[config.mk]
export PLATFORM = sky130hd
export DESIGN_NAME = point_bank_ctrl_flat
export DESIGN_NICKNAME = d
export VERILOG_FILES = /design/src/rtl/point_bank_ctrl_if.sv /design/src/rtl/point_bank_ctrl.sv /design/src/flat_wrapper.sv
export SDC_FILE = /design/constraint.sdc
export NUM_CORES = 2
export LEC_CHECK = 0
export BUFFER_PORTS_ARGS = -buffer_cell sky130_fd_sc_hd__buf_2
export CAP_MARGIN = 40
export CORE_AREA = 4 4 717 719
export DETAILED_ROUTE_END_ITERATION = 7
export DIE_AREA = 0 0 721 723
export HOLD_SLACK_MARGIN = 0.05
export PLACE_DENSITY = 0.4
export SLEW_MARGIN = 20
export SYNTH_ARGS = -nofsm -noshare
export SYNTH_HDL_FRONTEND = slang
export SYNTH_SLANG_ARGS = --single-unit
[constraint.sdc]
create_clock -name clk -period 3 [get_ports clk]
set_input_delay 0.6 -clock clk [delete_from_list [all_inputs] [get_ports clk]]
set_output_delay 0.6 -clock clk [all_outputs]
set_load 0.005 [all_outputs]
[src/rtl/point_bank_ctrl_if.sv]
// Output point stream of point_bank_ctrl: one {id, coordinates} record per transfer.
// Handshake: the master holds out_valid and data_o stable until the cycle where out_valid & out_rdy, which is the transfer.
interface point_bank_ctrl_if #(
  parameter int WIDTH_ID   = 2,
  parameter int WIDTH_DATA = 384
);
  logic                              out_valid;
  logic                              out_rdy;
  logic [WIDTH_ID+2*WIDTH_DATA-1:0]  data_o;

  modport master (output out_valid, output data_o, input out_rdy);
  modport slave  (input out_valid, input data_o, output out_rdy);
endinterface

[src/rtl/point_bank_ctrl.sv]
// Ping-pong point-memory bank controller: fills banks from a loader and streams full
// banks, pass by pass, with the matching bucket IDs through a 2-entry output FIFO.
module point_bank_ctrl #(
  parameter int WIDTH_ID   = 2,
  parameter int WIDTH_DATA = 384,
  parameter int P_NUM      = 16,
  parameter int N_BANK     = 2,
  parameter int ID_WORD_W  = 256
) (
  input  logic                          clk,
  input  logic                          rst_n,
  input  logic                          load_start,
  output logic                          load_rdy,
  output logic                          w_en,
  output logic [$clog2(P_NUM)-1:0]      w_addr,
  output logic [$clog2(N_BANK)-1:0]     w_bank,
  output logic                          load_done,
  input  logic                          msm_start,
  input  logic [7:0]                    cfg_npass,
  input  logic                          pass_next,
  output logic                          r_en,
  output logic [$clog2(P_NUM)-1:0]      r_addr,
  output logic [$clog2(N_BANK)-1:0]     r_bank,
  output logic                          id_r_en,
  output logic [$clog2(N_BANK*256*((P_NUM+ID_WORD_W/WIDTH_ID-1)/(ID_WORD_W/WIDTH_ID)))-1:0] id_r_addr,
  input  logic [2*WIDTH_DATA-1:0]       data_i,
  input  logic [ID_WORD_W-1:0]          id_i,
  point_bank_ctrl_if.master             strm,
  output logic                          pass_done,
  output logic                          msm_done,
  output logic [N_BANK-1:0]             bank_full,
  output logic [1:0]                    dbg_state
);
  localparam int PAW = $clog2(P_NUM);
  localparam int BAW = $clog2(N_BANK);
  localparam int K   = ID_WORD_W / WIDTH_ID;
  localparam int IPP = (P_NUM + K - 1) / K;
  localparam int IAW = $clog2(N_BANK * 256 * IPP);
  localparam int CW  = PAW + 1;
  localparam int DW  = WIDTH_ID + 2 * WIDTH_DATA;

  typedef enum logic [1:0] {IDLE = 2'd0, STREAM = 2'd1, WAIT_PASS = 2'd2} rd_state_t;

  // ---------------- load side ----------------
  logic             loading;
  logic [PAW-1:0]   w_cnt;
  logic [BAW-1:0]   wr_ptr;
  logic             load_accept;
  logic             last_write;

  assign load_rdy    = !loading && !bank_full[wr_ptr];
  assign load_accept = load_start && load_rdy;
  assign last_write  = loading && (w_cnt == PAW'(P_NUM - 1));
  assign w_en        = loading;
  assign w_addr      = w_cnt;
  assign w_bank      = wr_ptr;
  assign load_done   = last_write;

  always_ff @(posedge clk or negedge rst_n) begin
    if (!rst_n) begin
      loading <= 1'b0;
      w_cnt   <= '0;
      wr_ptr  <= '0;
    end else if (load_accept) begin
      loading <= 1'b1;
      w_cnt   <= '0;
    end else if (loading) begin
      w_cnt <= w_cnt + PAW'(1);
      if (last_write) begin
        loading <= 1'b0;
        wr_ptr  <= wr_ptr + BAW'(1);
      end
    end
  end

  // ---------------- read side ----------------
  rd_state_t        state, state_nx;
  logic [BAW-1:0]   rd_ptr;
  logic [7:0]       npass_l;
  logic [7:0]       pass;
  logic [CW-1:0]    idx;
  logic [CW-1:0]    pop_cnt;
  logic             inflight;
  logic [PAW-1:0]   inflight_idx;
  logic [DW-1:0]    fifo_mem [2];
  logic             fifo_wp, fifo_rp;
  logic [1:0]       fifo_cnt;
  logic             msm_accept, issue, pop, pass_end, last_pass;
  logic [WIDTH_ID-1:0] cap_id;

  assign msm_accept = (state == IDLE) && msm_start && bank_full[rd_ptr];
  assign pop        = strm.out_valid && strm.out_rdy;
  assign last_pass  = (pass == npass_l - 8'd1);
  assign pass_end   = (state == STREAM) && pop && (pop_cnt == CW'(P_NUM - 1));
  // Buffer slots are reserved at issue time, so a stalled consumer never loses a returning read.
  assign issue      = (state == STREAM) && (idx < CW'(P_NUM)) &&
                      ((3'(fifo_cnt) + 3'(inflight)) < 3'd2);

  assign r_en      = issue;
  assign r_addr    = idx[PAW-1:0];
  assign r_bank    = rd_ptr;
  assign id_r_en   = issue;
  assign id_r_addr = (IAW'(rd_ptr) * IAW'(npass_l) + IAW'(pass)) * IAW'(IPP) + IAW'(32'(idx) / K);
  assign pass_done = pass_end;
  assign msm_done  = pass_end && last_pass;
  assign dbg_state = state;

  always_comb begin
    state_nx = state;
    case (state)
      IDLE:      if (msm_accept) state_nx = STREAM;
      STREAM:    if (pass_end)   state_nx = last_pass ? IDLE : WAIT_PASS;
      WAIT_PASS: if (pass_next)  state_nx = STREAM;
      default:   state_nx = IDLE;
    endcase
  end

  always_ff @(posedge clk or negedge rst_n) begin
    if (!rst_n) state <= IDLE;
    else        state <= state_nx;
  end

  always_ff @(posedge clk or negedge rst_n) begin
    if (!rst_n) begin
      rd_ptr       <= '0;
      npass_l      <= 8'd1;
      pass         <= '0;
      idx          <= '0;
      pop_cnt      <= '0;
      inflight     <= 1'b0;
      inflight_idx <= '0;
    end else begin
      if (msm_accept) begin
        npass_l <= (cfg_npass == 8'd0) ? 8'd1 : cfg_npass;
        pass    <= '0;
        idx     <= '0;
        pop_cnt <= '0;
      end else if (state == WAIT_PASS && pass_next) begin
        pass    <= pass + 8'd1;
        idx     <= '0;
        pop_cnt <= '0;
      end else begin
        if (issue)         idx     <= idx + CW'(1);
        if (pass_end)      pop_cnt <= '0;
        else if (pop)      pop_cnt <= pop_cnt + CW'(1);
      end
      if (msm_done) rd_ptr <= rd_ptr + BAW'(1);
      inflight <= issue;
      if (issue) inflight_idx <= idx[PAW-1:0];
    end
  end

  // ---------------- bank occupancy ----------------
  logic [N_BANK-1:0] set_mask, clr_mask;

  always_comb begin
    set_mask = '0;
    clr_mask = '0;
    if (last_write) set_mask = N_BANK'(1) << wr_ptr;
    if (msm_done)   clr_mask = N_BANK'(1) << rd_ptr;
  end

  always_ff @(posedge clk or negedge rst_n) begin
    if (!rst_n) bank_full <= '0;
    else        bank_full <= (bank_full | set_mask) & ~clr_mask;
  end

  // ---------------- output FIFO ----------------
  always_comb cap_id = id_i[(int'(inflight_idx) % K) * WIDTH_ID +: WIDTH_ID];

  always_ff @(posedge clk or negedge rst_n) begin
    if (!rst_n) begin
      fifo_mem[0] <= '0;
      fifo_mem[1] <= '0;
      fifo_wp     <= 1'b0;
      fifo_rp     <= 1'b0;
      fifo_cnt    <= '0;
    end else begin
      if (inflight) begin
        fifo_mem[fifo_wp] <= {cap_id, data_i};
        fifo_wp           <= ~fifo_wp;
      end
      if (pop) fifo_rp <= ~fifo_rp;
      fifo_cnt <= fifo_cnt + {1'b0, inflight} - {1'b0, pop};
    end
  end

  assign strm.out_valid = (fifo_cnt != 2'd0);
  assign strm.data_o    = fifo_mem[fifo_rp];

endmodule

[src/flat_wrapper.sv]
// flat-port wrapper written by rule: the top's interface ports become plain ports
module point_bank_ctrl_flat 
#(
  parameter int WIDTH_ID   = 2,
  parameter int WIDTH_DATA = 384,
  parameter int P_NUM      = 16,
  parameter int N_BANK     = 2,
  parameter int ID_WORD_W  = 256
)
  (clk, rst_n, load_start, load_rdy, w_en, w_addr, w_bank, load_done, msm_start, cfg_npass, pass_next, r_en, r_addr, r_bank, id_r_en, id_r_addr, data_i, id_i, pass_done, msm_done, bank_full, dbg_state, strm_out_valid, strm_data_o, strm_out_rdy);
  point_bank_ctrl_if #(.WIDTH_ID(WIDTH_ID), .WIDTH_DATA(WIDTH_DATA)) strm_i ();
  input  logic clk;
  input  logic rst_n;
  input  logic load_start;
  output logic load_rdy;
  output logic w_en;
  output logic [$clog2(P_NUM)-1:0] w_addr;
  output logic [$clog2(N_BANK)-1:0] w_bank;
  output logic load_done;
  input  logic msm_start;
  input  logic [7:0] cfg_npass;
  input  logic pass_next;
  output logic r_en;
  output logic [$clog2(P_NUM)-1:0] r_addr;
  output logic [$clog2(N_BANK)-1:0] r_bank;
  output logic id_r_en;
  output logic [$clog2(N_BANK*256*((P_NUM+ID_WORD_W/WIDTH_ID-1)/(ID_WORD_W/WIDTH_ID)))-1:0] id_r_addr;
  input  logic [2*WIDTH_DATA-1:0] data_i;
  input  logic [ID_WORD_W-1:0] id_i;
  output logic pass_done;
  output logic msm_done;
  output logic [N_BANK-1:0] bank_full;
  output logic [1:0] dbg_state;
  output wire logic [$bits(strm_i.out_valid)-1:0] strm_out_valid;
  output wire logic [$bits(strm_i.data_o)-1:0] strm_data_o;
  input wire logic [$bits(strm_i.out_rdy)-1:0] strm_out_rdy;
  assign strm_out_valid = strm_i.out_valid;
  assign strm_data_o = strm_i.data_o;
  assign strm_i.out_rdy = strm_out_rdy;
  point_bank_ctrl #(.WIDTH_ID(WIDTH_ID), .WIDTH_DATA(WIDTH_DATA), .P_NUM(P_NUM), .N_BANK(N_BANK), .ID_WORD_W(ID_WORD_W)) u_core (.clk(clk), .rst_n(rst_n), .load_start(load_start), .load_rdy(load_rdy), .w_en(w_en), .w_addr(w_addr), .w_bank(w_bank), .load_done(load_done), .msm_start(msm_start), .cfg_npass(cfg_npass), .pass_next(pass_next), .r_en(r_en), .r_addr(r_addr), .r_bank(r_bank), .id_r_en(id_r_en), .id_r_addr(id_r_addr), .data_i(data_i), .id_i(id_i), .strm(strm_i), .pass_done(pass_done), .msm_done(msm_done), .bank_full(bank_full), .dbg_state(dbg_state));
endmodule
== Word-level counts from Yosys, hierarchy flattened ==
Index checks and enable logic that the tools add are counted.

* Bits in registers: 1,586
* Bits of input ports: 1,038

* Equality and inequality tests: 8
* Add/sub/neg operators: 11
* Reductions and logical operators: 24
* Multipliers: 1
* Mux-type cells: 32
* Shifts and indexed selects: 3
* Bitwise logic cells: 8
* $lt $le $gt $ge: 7

{| class="wikitable"
|+ Operators with widths
! kind !! count
|-
| $mux W770 || 4
|-
| $bwmux W1540 || 1
|-
| $demux W770 S1 || 1
|-
| $shiftx A256 B6 Y2 || 1
|-
| $mux W5 || 7
|-
| $mux W8 || 3
|-
| $logic_and A1 B1 Y1 || 13
|-
| $mux W2 || 6
|-
| $add A5 B1 Y5 const B || 2
|-
| $add A9 B8 Y9 || 1
|-
| $mul A1 B8 Y9 || 1
|-
| $add A8 B1 Y8 const B || 1
|-
| $eq A8 B8 Y1 || 1
|-
| $logic_not A8 Y1 || 1
|-
| $mux W4 || 2
|-
| $sub A8 B1 Y8 const B || 1
|-
| $mux W1 || 7
|-
| $pmux W2 S3 || 1
|-
| $reduce_and A3 Y1 || 2
|-
| $reduce_bool A2 Y1 || 3
|-
| $eq A5 B4 Y1 const B || 1
|-
| $lt A5 B5 Y1 const B || 1
|-
| $add A4 B1 Y4 const B || 1
|-
| $eq A4 B4 Y1 const B || 1
|-
| other kinds (22) || 31
|}

== Longest topological paths before layout ==
* Word-level depth: 8
* Depth in mapped cells: 11
* Mapped depth without buffers: 10

== Worst setup path after synthesis ==
Ideal clock, no wire load.

* Kind: register to output
* From: reg u_core.rd_ptr, in the netlist u_core.r_bank
* To: out id_r_addr[8]
* Setup slack: 0.339 ns
* Data required time: 2.400 ns
* Cell stages (with the launch flop): 12
* Data arrival time: 2.061 ns
* Cells stage by stage: dfrtp_1 -> clkbuf_1 -> and2_1 -> ha_1 -> inv_1 -> fa_1 -> nor2b_1 -> o21ai_0 -> nand2b_1 -> a21o_1 -> a21oi_1 -> o21ai_0

* Word-level cells in the longest chain between the ends: 2

{| class="wikitable"
|+ Ends and longest elaborated chain
! what !! line !! text
|-
| from (decl) || point_bank_ctrl.sv:78 || <nowiki>logic [BAW-1:0] rd_ptr;</nowiki>
|-
| from (signal assigned) || point_bank_ctrl.sv:147 || <nowiki>if (msm_done) rd_ptr <= rd_ptr + BAW'(1);</nowiki>
|-
| $mul A1 B8 Y9 || point_bank_ctrl.sv:103 || <nowiki>assign id_r_addr = (IAW'(rd_ptr) * IAW'(npass_l) + IAW'(pass)) * IAW'(IPP) + IAW'(32'(idx) / K);</nowiki>
|-
| $add A9 B8 Y9 || point_bank_ctrl.sv:103 ||
|-
| to (decl) || flat_wrapper.sv:27 || <nowiki>output logic [$clog2(N_BANK*256*((P_NUM+ID_WORD_W/WIDTH_ID-1)/(ID_WORD_W/WIDTH_ID)))-1:0] id_r_addr;</nowiki>
|}

No other way between the ends.

== Final worst setup path ==
* From: reg u_core.npass_l[0]
* To: out id_r_addr[6]

* Word-level cells in the longest chain between the ends: 2

{| class="wikitable"
|+ Ends and longest elaborated chain
! what !! line !! text
|-
| from (decl) || point_bank_ctrl.sv:79 || <nowiki>logic [7:0] npass_l;</nowiki>
|-
| from (signal assigned) || point_bank_ctrl.sv:134 || <nowiki>npass_l <= (cfg_npass == 8'd0) ? 8'd1 : cfg_npass;</nowiki>
|-
| $mul A1 B8 Y9 || point_bank_ctrl.sv:103 ||
|-
| $add A9 B8 Y9 || point_bank_ctrl.sv:103 ||
|}

No other way between the ends.

==> metrics.md <==
| Metric | Value |
|---|---|
| Unrepaired setup endpoints after global routing | `yes` |
| Final std cells w/o fill | `14000` |
| Initial antenna violation count | `140` |
| Die span in x | `721 um` |
| Startpoint Class | `flip-flop` |
| Fraction of layout cells with a size suffix above 1 | `64.6%` |
| #FFs+latches synth | `1586` |
| Worst setup margin | `-0.606 ns` |
| R2r startpoint | `u_core.npass_l[2]$_DFFE_PN0P_` |
| Tot Pwr | `139 mW` |
| Crit path required time | `2.40 ns` |
| DP HPWL | `250 mm` |
| Final period utilization | `120%` |
| Setup violators final | `622` |
| Area Growth Syn to Fin | `62.7%` |
| Max-cap viol count | `0` |
| Top_reg_cell synth | `dfrtp_1` |
| Fill cells | `53800` |
| First-pass detailed-route iteration total | `6` |
| Adder-cell area share of the yosys netlist | `0.303%` |
| Final Max Slew Viols | `0` |
| Nets@finish | `8124` |
| Root Buffer | `clkbuf_16` |
| Place WS | `-0.0464 ns` |
| Clk Latency, worst-skew pair | `0.90 ns` |
| Area leader, netlist | `dfrtp_1` |
| Crit path from | `u_core.npass_l[0]$_DFFE_PN1P_` |
| Via count | `49200` |
| Sequential fraction of the synthesis area | `57.9%` |
| DRC | `0` |
| Failing checks | `setup timing` |
| Top Family by Delay on Critical Path | `flip-flops` |
| Largest family of logic cells by synthesized area | `multiplexers` |
| Vias per inst | `3.51` |
| Critical Path End | `id_r_addr[6]` |
| F_max | `277 MHz` |
| Number of port buffers | `1614` |
| Synth Area in Simple Gates | `0.701%` |
| Cell area after layout | `111000 sq um` |
| Drt total wl | `333 mm` |
| Setup Skew | `0.0987 ns` |
| Syn Nets | `5436` |
| Crit path DAT | `3.01 ns` |
| Most frequent cell after synthesis | `mux2_2` |
| GRT Total Usage | `12.0%` |
| Worst setup EP type | `output port` |
| Hold Crit Class | `in2reg` |
| CTS buffer count | `204` |
| Flop2flop setup slack | `0.59 ns` |
| Pwr dens | `1250 nW/um^2` |
| CP bufs+invs | `3` |
| Multi-input logic area | `30100 sq um` |
| Status | `complete, but fails checks` |
| CP max-delay cell | `dfstp_2` |
| Synth Area in XOR/XNOR | `0.447%` |
| Starting Density | `13.5%` |
| GRT overflow | `0` |
| Synth Area in Compound Gates | `0.389%` |
| Top cells by area, synth | `dfrtp_1 58%, mux2_2 38%, clkbuf_1 0.82%` |
| Avg WL per Cell | `23.7 um` |
| Clock sinks | `1586` |
| Placed Area | `86000 sq um` |
| Number of flops mapped to enable cells by yosys | `0` |
| Final ANT Viol Nets | `0` |
| Placed Cells | `12600` |
| Cell depth of the worst setup path | `12` |
| Final GP Congestion | `0.889` |
| CP Max Fanout | `2` |
| Worst-Margin Slew | `0.772 ns` |
| TNS Setup | `-58.17 ns` |
| R2R depth | `8` |
| Reg2reg end | `u_core.bank_full[0]$_DFF_PN0_` |
| Yosys cell types | `48` |
| Worst path cell trace | `and2_4, ha_4, inv_2, fa_2, nor2b_2, o21ai_2, nand2b_1, a21o_1, a21oi_2, buf_4, xnor2_2, buf_2` |
| Synth Instances | `4382` |
| Largest net degree at the start of global routing | `113` |
| First-pass GRT wire length | `446 mm` |
| FF/Latch Area | `39700 sq um` |
| Core ar. | `508000 sq um` |
| WS Path Type | `reg2out` |
| Synthesized area per cell | `15.6 sq um` |
| Peak supply drop | `0.000824 V` |
| Tmin final | `3.61 ns` |
| Die height | `723 um` |
| Mapped Area | `68500 sq um` |
| Clk slew on worst S/H paths | `0.06 ns` |
| CTS tree | `yes` |
| CTS Buffer Depth | `4` |
| Clock H-tree levels | `4` |
| Async set or reset register ratio after synthesis | `100%` |
| Initial drt markers | `1570` |
| Vias in the first global route | `54600` |
| Max-slew headroom | `48.6%` |
| Count of warnings emitted by yosys | `0` |
| CP peak stage delay | `0.53 ns` |
| Post-synth top cells | `2319 x mux2_2, 1585 x dfrtp_1, 149 x clkbuf_1, 104 x buf_2, 28 x nor2_1` |
| IO Count | `1839` |
| Endpoints failing hold | `0` |
| Row count | `262` |
| Area share of the largest cell type after synthesis | `57.9%` |
| Mux share of post-synthesis cell area | `38.5%` |
| Lkg Pwr | `48.7 nW` |
| Die ar. | `521000 sq um` |
## what timing repair did
item | CTS | global route
resized for setup | 601 | 1375
cloned | 61 | 36
pin swaps | 13 | 11
hold buffers | 775 | 0
hold endpoints to repair | 1543 | 0
setup endpoints to repair | 778 | 780
setup buffers | 68 | 58
## state kept, by name, indices dropped and copies added, names as in the netlist
name and cells:
u_core.w_en 1, u_core.fifo_cnt 2, u_core.inflight_idx 4, u_core.fifo_mem 1540, u_core.dbg_state 2, u_core.idx 5, u_core.r_bank 1, u_core.npass_l 8
u_core.pop_cnt 5, u_core.fifo_rp 1, u_core.inflight 1, u_core.w_addr 4, u_core.bank_full 2, u_core.fifo_wp 1, u_core.pass 8, u_core.w_bank 1
## logic make-up after synthesis
logic type	count (synthesis)
xor gates and xnor gates	35
and+or+nand+nor	96
muxes	2331
DFF	1586
AOI/OAI and AO/OA	35
buffers and inverters	283
adders and majority gates	16
## power breakdown
part           total (mW)  internal [mW]  leakage (nW)  switching (mW)
clock network        25.6           15.3          3.43            10.4
registers            38.3           32.5          18.6            5.76
logic                75.6           44.3          26.6            31.3
## cells in the final DEF, fill, tap and decap left out, drive strengths merged, types with 22 or more instances in the layout
| master | Yosys | final |
|---|---|---|
| buf | 119 | 1947 |
| nor2 | 28 | 28 |
| mux2 | 2319 | 2319 |
| dlygate4sd3 | 0 | 775 |
| clkinv | 0 | 51 |
| nand2 | 23 | 23 |
| dfrtp | 1585 | 1585 |
| inv | 15 | 22 |
| diode | 0 | 46 |
| clkbuf | 149 | 321 |
## through the flow
| step | util, % | hold WS [ns] |
|---|---|---|
| final | 22.0 | 0.174 |
| after global routing | 21.9 | 0.0855 |
| after CTS | 20.8 | 0.0521 |
| after detailed placement | 16.9 | 0.487 |
| after global placement | 16.9 | 0.481 |
| after floorplan | - | 0.304 |
## worst min-delay path by stage
stage,end,from,cells after the start,slack [ns]
3_3_place_gp,u_core.fifo_mem[234]$_DFFE_PN0P_,u_core.fifo_mem[234]$_DFFE_PN0P_,1,0.48
2_1_floorplan,u_core.bank_full[0]$_DFF_PN0_,rst_n,0,0.30
6_report,u_core.fifo_mem[565]$_DFFE_PN0P_,data_i[565],2,0.17
5_1_grt,u_core.fifo_mem[565]$_DFFE_PN0P_,data_i[565],2,0.09
4_1_cts,u_core.fifo_mem[565]$_DFFE_PN0P_,data_i[565],2,0.05
3_5_place_dp,u_core.fifo_mem[215]$_DFFE_PN0P_,u_core.fifo_mem[215]$_DFFE_PN0P_,1,0.49
## metal layers
| metal | global-route usage (%) | routed length (um) |
|---|---|---|
| met1 | 13.6 | 128000 |
| met3 | 3.40 | 22100 |
| met2 | 21.5 | 169000 |
| met4 | 3.83 | 12900 |
| met5 | 0 | 299 |
## area by class of cell
| class | count | share of cell area [%] |
|---|---|---|
| sequential | 1586 | 35.6 |
| multi-input combinational | 2513 | 27.0 |
| timing repair buffer | 2750 | 23.4 |
| tap | 6732 | 7.56 |
| clock buffer | 293 | 5.29 |
| clock inverter | 84 | 0.975 |
| antenna | 46 | 0.103 |
| inverter | 15 | 0.0505 |
(Power assumes the default switching activity.)
